===== src/rtl/dmem_arbiter_pkg.sv =====
// Shared types for the data-memory arbiter: request payload, grant select, counter width.
package dmem_arbiter_pkg;

  localparam int DMEM_XLEN    = 32;
  localparam int DMEM_ADDR_W  = 8;
  localparam int DMEM_BE_W    = DMEM_XLEN / 8;
  localparam int STARVE_CNT_W = 8;

  typedef struct packed {
    logic                   we;
    logic [DMEM_BE_W-1:0]   be;
    logic [DMEM_ADDR_W-1:0] addr;
    logic [DMEM_XLEN-1:0]   wd;
  } dmem_req_t;

  localparam dmem_req_t DMEM_REQ_IDLE = '0;

  typedef enum logic [1:0] {
    GNT_NONE = 2'd0,
    GNT_CORE = 2'd1,
    GNT_AUX  = 2'd2
  } gnt_sel_e;

  function automatic dmem_req_t pack_req(
    input logic                   we,
    input logic [DMEM_BE_W-1:0]   be,
    input logic [DMEM_ADDR_W-1:0] addr,
    input logic [DMEM_XLEN-1:0]   wd
  );
    dmem_req_t r;
    r.we   = we;
    r.be   = be;
    r.addr = addr;
    r.wd   = wd;
    return r;
  endfunction

endpackage


===== src/rtl/dmem_arbiter_starve_ctr.sv =====
// Saturating starvation counter: counts denied aux cycles and raises force_gnt at the limit.
module arb_starve_ctr
  import dmem_arbiter_pkg::*;
#(
  parameter int LIMIT = 4,
  parameter int W     = STARVE_CNT_W
) (
  input  logic clk,
  input  logic rst_n,
  input  logic clr,
  input  logic inc,
  output logic force_gnt
);

  localparam logic [W-1:0] LIMIT_C = W'(LIMIT);

  logic [W-1:0] cnt;

  // Saturation never holds for long: a forced grant is a handshake, which clears the count.
  always_ff @(posedge clk or negedge rst_n) begin
    if (!rst_n) begin
      cnt <= '0;
    end else if (clr) begin
      cnt <= '0;
    end else if (inc && (cnt != LIMIT_C)) begin
      cnt <= cnt + 1'b1;
    end
  end

  assign force_gnt = (cnt == LIMIT_C);

endmodule


===== src/rtl/dmem_arbiter.sv =====
// Data-memory port arbiter: core has fixed priority, aux gets a forced beat after starvation.
module dmem_arbiter
  import dmem_arbiter_pkg::*;
#(
  parameter int XLEN         = DMEM_XLEN,
  parameter int ADDR_WIDTH   = DMEM_ADDR_W,
  parameter int STARVE_LIMIT = 4
) (
  input  logic                  clk,
  input  logic                  rst_n,
  input  logic                  core_req,
  input  logic                  core_we,
  input  logic [XLEN/8-1:0]     core_be,
  input  logic [ADDR_WIDTH-1:0] core_addr,
  input  logic [XLEN-1:0]       core_wd,
  output logic [XLEN-1:0]       core_rd,
  output logic                  core_stall,
  input  logic                  aux_valid,
  output logic                  aux_ready,
  input  logic                  aux_we,
  input  logic [XLEN/8-1:0]     aux_be,
  input  logic [ADDR_WIDTH-1:0] aux_addr,
  input  logic [XLEN-1:0]       aux_wd,
  output logic                  aux_rvalid,
  output logic [XLEN-1:0]       aux_rdata,
  output logic                  mem_we,
  output logic [XLEN/8-1:0]     mem_be,
  output logic [ADDR_WIDTH-1:0] mem_addr,
  output logic [XLEN-1:0]       mem_wd,
  input  logic [XLEN-1:0]       mem_rd
);

  dmem_req_t core_req_s;
  dmem_req_t aux_req_s;
  dmem_req_t sel_req_s;
  gnt_sel_e  gnt_sel;

  logic force_gnt;
  logic gnt_aux;
  logic gnt_core;
  logic aux_rd_hs;

  logic            vld_p1;
  logic [XLEN-1:0] rdata_p1;

  assign core_req_s = pack_req(core_we, core_be, core_addr, core_wd);
  assign aux_req_s  = pack_req(aux_we, aux_be, aux_addr, aux_wd);

  // Aux only wins against an active core when the starvation limit has been hit.
  assign gnt_aux  = aux_valid & (~core_req | force_gnt);
  assign gnt_core = core_req & ~gnt_aux;

  assign aux_ready  = gnt_aux;
  assign core_stall = core_req & gnt_aux;
  assign aux_rd_hs  = gnt_aux & ~aux_we;

  arb_starve_ctr #(
    .LIMIT (STARVE_LIMIT),
    .W     (STARVE_CNT_W)
  ) u_starve_ctr (
    .clk       (clk),
    .rst_n     (rst_n),
    .clr       (~aux_valid | gnt_aux),
    .inc       (aux_valid & ~gnt_aux),
    .force_gnt (force_gnt)
  );

  always_comb begin
    gnt_sel = GNT_NONE;
    if (gnt_aux) begin
      gnt_sel = GNT_AUX;
    end else if (gnt_core) begin
      gnt_sel = GNT_CORE;
    end
  end

  // Address/data follow the core payload when idle; only we/be are gated off.
  always_comb begin
    sel_req_s = core_req_s;
    mem_we    = 1'b0;
    mem_be    = '0;
    unique case (gnt_sel)
      GNT_AUX: begin
        sel_req_s = aux_req_s;
        mem_we    = aux_req_s.we;
        mem_be    = aux_req_s.be;
      end
      GNT_CORE: begin
        mem_we = core_req_s.we;
        mem_be = core_req_s.be;
      end
      default: begin
        sel_req_s = core_req_s;
      end
    endcase
  end

  assign mem_addr = sel_req_s.addr;
  assign mem_wd   = sel_req_s.wd;
  assign core_rd  = mem_rd;

  // p0 -> p1: aux read response, one-cycle valid pulse with the captured read word
  always_ff @(posedge clk or negedge rst_n) begin
    if (!rst_n) begin
      vld_p1   <= 1'b0;
      rdata_p1 <= '0;
    end else begin
      vld_p1 <= aux_rd_hs;
      if (aux_rd_hs) begin
        rdata_p1 <= mem_rd;
      end
    end
  end

  assign aux_rvalid = vld_p1;
  assign aux_rdata  = rdata_p1;

endmodule


===== config.mk =====
export PLATFORM = sky130hd
export DESIGN_NAME = dmem_arbiter
export DESIGN_NICKNAME = d
export VERILOG_FILES = /design/src/rtl/dmem_arbiter_pkg.sv /design/src/rtl/dmem_arbiter_starve_ctr.sv /design/src/rtl/dmem_arbiter.sv
export SDC_FILE = /design/constraint.sdc
export NUM_CORES = 1
export LEC_CHECK = 0
export ABC_CLOCK_PERIOD_IN_PS = 3400
export BUFFER_PORTS_ARGS = -buffer_cell sky130_fd_sc_hd__buf_2
export CAP_MARGIN = 5
export CORE_AREA = 2 2 93 95
export CTS_CLUSTER_SIZE = 16
export DETAILED_ROUTE_END_ITERATION = 12
export DIE_AREA = 0 0 95 97
export HOLD_SLACK_MARGIN = 0.05
export MAX_ROUTING_LAYER = met4
export PLACE_DENSITY = 0.7
export SYNTH_ARGS = -nofsm -noshare
export SYNTH_HDL_FRONTEND = slang
export SYNTH_HIERARCHICAL = 1
export SYNTH_SLANG_ARGS = --single-unit

===== constraint.sdc =====
create_clock -name clk -period 3.4 [get_ports clk]
set_input_delay 0.17 -clock clk [delete_from_list [all_inputs] [get_ports clk]]
set_output_delay 0.17 -clock clk [all_outputs]
set_load 0.02 [all_outputs]

# After elaboration in Yosys (flattened, before gate mapping)
# Index checks and enable logic that the tools add are counted.
totals:
  regBits: 41
  in_bits: 126
  output_inout_bits: 112
  wordCells: 28
classes:
  n_addsub: 1
  n_eq_ne: 4
  mux: 7
  bitwise_logic: 11
  reduce_logical: 2
op_table:
  columns: ["operator", "count"]
  rows:
  - ["40-bit 2-to-1 mux", 1]
  - ["8-bit 2-to-1 mux", 2]
  - ["8-bit by 1-bit adder with 8-bit output, second input constant", 1]
  - ["8-bit by 3-bit equality test with 1-bit output, second input constant", 1]
  - ["8-bit by 3-bit != test with 1-bit output, second input constant", 1]
  - ["4-bit case mux with 2 select lines", 1]
  - ["1-bit bitwise AND", 5]
  - ["1-bit inverter", 4]
  - ["2-bit by 1-bit equality test with 1-bit output, second input constant", 1]
  - ["2-bit equality test, second input constant", 1]
  - ["2-bit 2-to-1 mux", 1]
  - ["1-bit bitwise OR", 2]
  - ["1-bit case mux with 2 select lines", 1]
  - ["2-bit nonzero test", 1]
  - ["1-bit logical AND", 1]
  - ["1-bit 2-to-1 mux", 1]

# Depth between registers and ports, before layout
logic_depth:
  depth_word: 9
  depth_mapped: 10
  ltp_nobuf: 10

# By module
# The synthesis kept the hierarchy.
by_module_without_submodules:
  columns: ["module", "n_inst", "cells_per_inst", "area_each_um2", "seq_area_each_um2"]
  rows:
  - ["dmem_arbiter", 1, 158, 2075.7, 825.8]
  - ["arb_starve_ctr", 1, 49, 480.5, 200.2]

# Worst setup path before layout
# OpenSTA, ideal clock, no wires.
synth_timing:
  kind: "flip-flop to flip-flop"
  from: "register u_starve_ctr.cnt[0]"
  to: "register rdata_p1[0] (netlist: aux_rdata[0])"
  setup_time_ns: 0.125
  arrival_time_ns: 2.014
  required_time_ns: 3.275
  path_slack_ns: 1.261
  stages_incl_launch_ff: 9
  n_path_buf: 1
  synth_period_minus_slack_ns: 2.139
  cell_sequence: "dfrtp_1 inv_1 ha_1 nor4b_4 and3_1 nor2b_4 nor3b_4 buf_4 mux2_2"
synth_via:
  elab_chain_len: 4
synth_lines:
  columns: ["element", "line_no", "text"]
  rows:
  - ["start, declared", "dmem_arbiter_starve_ctr.sv:17", "logic [W-1:0] cnt;"]
  - ["start signal, assigned", "dmem_arbiter_starve_ctr.sv:26", "cnt <= cnt + 1'b1;"]
  - ["8-bit by 3-bit equality test with 1-bit output", "dmem_arbiter_starve_ctr.sv:30", "assign force_gnt = (cnt == LIMIT_C);"]
  - ["named net force_gnt", "dmem_arbiter.sv:38", "logic force_gnt;"]
  - ["1-bit bitwise OR", "dmem_arbiter.sv:50", "assign gnt_aux = aux_valid & (~core_req | force_gnt);"]
  - ["1-bit bitwise AND", "dmem_arbiter.sv:50", null]
  - ["1-bit bitwise AND", "dmem_arbiter.sv:55", "assign aux_rd_hs = gnt_aux & ~aux_we;"]
  - ["end signal, assigned", "dmem_arbiter.sv:110", "rdata_p1 <= mem_rd;"]
  - ["end, declared", "dmem_arbiter.sv:44", "logic [XLEN-1:0] rdata_p1;"]
# The timed path passes the listed nets, and every way through them passes these cells.
# A chain may end at the register's enable or synchronous reset.

# Worst setup path after layout
layout_timing:
  from: "register u_starve_ctr.cnt[0]"
  to: "output mem_wd[17]"
layout_via:
  elab_chain_len: 9
layout_lines:
  columns: ["element", "line_no", "text"]
  rows:
  - ["8-bit by 3-bit equality test with 1-bit output (*)", "dmem_arbiter_starve_ctr.sv:30", null]
  - ["named net force_gnt", "dmem_arbiter.sv:38", null]
  - ["1-bit bitwise OR (*)", "dmem_arbiter.sv:50", null]
  - ["1-bit bitwise AND (*)", "dmem_arbiter.sv:50", null]
  - ["1-bit inverter", "dmem_arbiter.sv:51", "assign gnt_core = core_req & ~gnt_aux;"]
  - ["1-bit bitwise AND", "dmem_arbiter.sv:51", null]
  - ["1-bit 2-to-1 mux", "dmem_arbiter.sv:72", "end else if (gnt_core) begin"]
  - ["2-bit 2-to-1 mux (*)", "dmem_arbiter.sv:70", "if (gnt_aux) begin"]
  - ["2-bit equality test (*)", "dmem_arbiter.sv:82", "unique case (gnt_sel)"]
  - ["40-bit 2-to-1 mux (*)", "dmem_arbiter.sv:82", null]
  - ["end, declared", "dmem_arbiter.sv:29", "output logic [XLEN-1:0] mem_wd,"]
# Mark *: on every way through the listed nets, which the timed path passes. The rest lies on a longest branch.

==> out/results.txt <==
GR Util All Layers -> 15.5%
Fmax -> 331 MHz
Final setup fails -> 0
Initial antenna violation count -> 0
Gpl congestion -> 0.891
Netlist Area Pre-Place -> 2560 µm²
Cell row count -> 33
Critical path launch point type -> flip-flop
Top delay family on crit path -> simple AND/OR/NAND/NOR gates
Die Y -> 97 µm
Max-Cap Viols -> 0
Critical path type -> reg -> out
Critical path required time -> 3.23 ns
Vias per cell -> 4.48
Top-area cell type share of the netlist area -> 40.1%
Slowest Stage Delay on Critical Path -> 0.48 ns
Clock Tree Buf Depth -> 2
First-pass GRT wire length -> 11.0 mm
Max Fanout on Critical Path -> 22
GR Layer Usage met2 -> 27.9%
Worst skew pair latency -> 0.28 ns
Tmin final -> 3.02 ns
Max H-tree Level -> 2
Fillers -> 765
Post-CTS setup buffers -> 0
Initial detailed-routing violation count -> 35
Setup Skew -> 0.0113 ns
Final Cell Area -> 3660 µm²
Top Ports -> 238
Vias -> 2323
RSZ-0062 raised after global routing -> false
Seq/Total Area, Yosys -> 40.1%
IO Port Bufs -> 237
Most frequent cells in the layout -> 237 x buf_2, 69 x mux2_2, 41 x dfrtp_1
Outcome -> finished clean
Sink Count -> 41
Yosys warning total -> 6
Vias in the first global route -> 2291
Leak -> 1.96 nW
Period utilization -> 88.8%
Pwr dens -> 402 nW/µm²
Clk slew on worst S/H paths -> 0.08 ns
Measured slew at the worst slew-check pin -> 0.879 ns
Setup TNS -> 0 ns
Setup crit end kind -> output port
Buffers & Inverters on Critical Path -> 3
Drc violations -> 0
Relative slew slack -> 41.4%
Area leader, netlist -> dfrtp_1
Critical-path cell list -> inv_1, ha_1, nor4b_4, and3_1, nor2b_4, nand2b_2, buf_4, mux2_2, buf_2
M3 GR Usage -> 4.83%
Ranking of synthesized cells by area -> dfrtp_1 40%, mux2_2 30%, buf_4 9.7%, buf_6 2.2%, mux2_4 1.8%
Final ANT Viol Nets -> 0
Root buffer cell -> clkbuf_8
Initial DRT Pass Iterations -> 4
Detailed Route WL -> 7.35 mm
Die ar. -> 9220 µm²
Most common cell after layout, fill and taps aside -> buf_2
Final nets -> 541
Area delta synth->final -> 43.4%
Mapped Nets -> 335
Hold Path Class -> in -> reg
Final Hold Violating Endpoints -> 0
CP arrival -> 2.85 ns
Die Wd -> 95 µm
Grt ovf -> 0
Crit-path slowest cell -> nand2b_2
Layer with the highest usage -> met2
Mean Syn Cell Area -> 12.3 µm²
Max Slew Vio Count -> 0
Peak VDD IR -> 0.267 mV
Initial Utilization -> 31.4%
Share of cells above drive strength 1 -> 78.5%
Number of diodes -> 0
DP HPWL -> 6.12 mm
Met1 Track Usage GR -> 16.0%
CTS tree -> built
Largest net degree at the start of global routing -> 42
Seq cells post-synth -> 41
CTS Buf Count -> 5
Drt wl/cell -> 14.2 µm
Gate Count Post-Synth -> 207
Post-DP Area -> 3560 µm²
Core ar. -> 8130 µm²
Post-synth cell types -> 32
==> logic make-up after synthesis <==
logic type	count (synthesis)	synth area share (%)
simple gates	25	6.71
mux	76	33.9
flops	41	40.1
fa+ha+maj	2	0.979
buf+inv	48	13.8
compound gates	14	4.16
xor+xnor	1	0.343
==> through the flow <==
stage	utilization, %	cells	worst slack [ns]	hold WS, ns	power (mW)
after global routing	45.1	518	0.184	0.101	1.56
after CTS	45.1	518	0.367	0.100	1.50
after global placement	43.8	510	0.796	0.360	1.16
after floorplan	-	207	1.26	-0.126	0.958
after detailed placement	43.8	510	0.704	0.360	1.17
final	45.1	518	0.382	0.113	1.47
==> power breakdown <==
group / leakage, nW / total, mW / switching [mW] / internal, mW
Combinational: 1.41 / 0.557 / 0.314 / 0.243
Sequential: 0.503 / 0.595 / 0.0338 / 0.561
Clock: 0.0433 / 0.321 / 0.161 / 0.161
Total: 1.96 / 1.47 / 0.508 / 0.965
==> registers in the layout (all words and copies together) (netlist names) <==
| register | count |
|---|---|
| aux_rdata | 32 |
| u_starve_ctr/cnt | 8 |
| aux_rvalid | 1 |
==> timing repair <==
action	in CTS	in global routing
endpoints found under the setup margin	0	0
hold buffers	1	0
resized for setup	0	0
hold endpoints to repair	34	0
==> cell usage after synthesis <==
library cell / n
a211oi_1: 3
a21boi_0: 1
a21oi_1: 2
a22o_1: 5
a31oi_2: 1
and3_1: 1
and3_2: 1
buf_4: 33
buf_6: 5
clkbuf_1: 1
clkbuf_2: 1
clkbuf_8: 1
dfrtp_1: 41
ha_1: 2
inv_1: 7
mux2_1: 3
mux2_2: 69
mux2_4: 3
mux2i_1: 1
nand2_1: 2
nand2b_1: 3
nand3_1: 2
nand4_1: 2
nor2_1: 6
nor2b_1: 2
nor2b_4: 1
nor3_1: 1
nor3b_4: 1
nor4b_4: 1
o21ai_0: 2
or3_1: 2
xor2_1: 1
==> worst paths after layout <==
check	start	to	slack, ns	cells past startpoint
min in group asynchronous	rst_n	aux_rdata[8]	0.55	2
hold / removal	mem_rd[19]	aux_rdata[19]	0.11	2
setup reg to reg	u_starve_ctr/cnt[0]	u_starve_ctr/cnt[3]	0.76	10
setup / recovery	u_starve_ctr/cnt[0]	mem_wd[17]	0.38	9
max in group asynchronous	rst_n	u_starve_ctr/cnt[4]	2.29	2
hold reg to reg	aux_rdata[19]	aux_rdata[19]	0.50	1
==> final cells by class <==
type / count / area, µm² / share of cell area, %
clock buffers: 6 / 82.6 / 2.25
clock inverters: 1 / 7.51 / 0.205
inverters: 7 / 26.3 / 0.717
multi-input cells: 118 / 1180 / 32.2
flip-flops and latches: 41 / 1030 / 28.0
well taps: 105 / 131 / 3.58
repair buffers: 240 / 1210 / 33.0
==> metal layers <==
layer  share of wire, %  wire length (µm)
met2                 51              3760
met4                1.4               104
met1                 36              2680
met5                  0                 0
met3                 11               812
(Power assumes the default switching activity.)
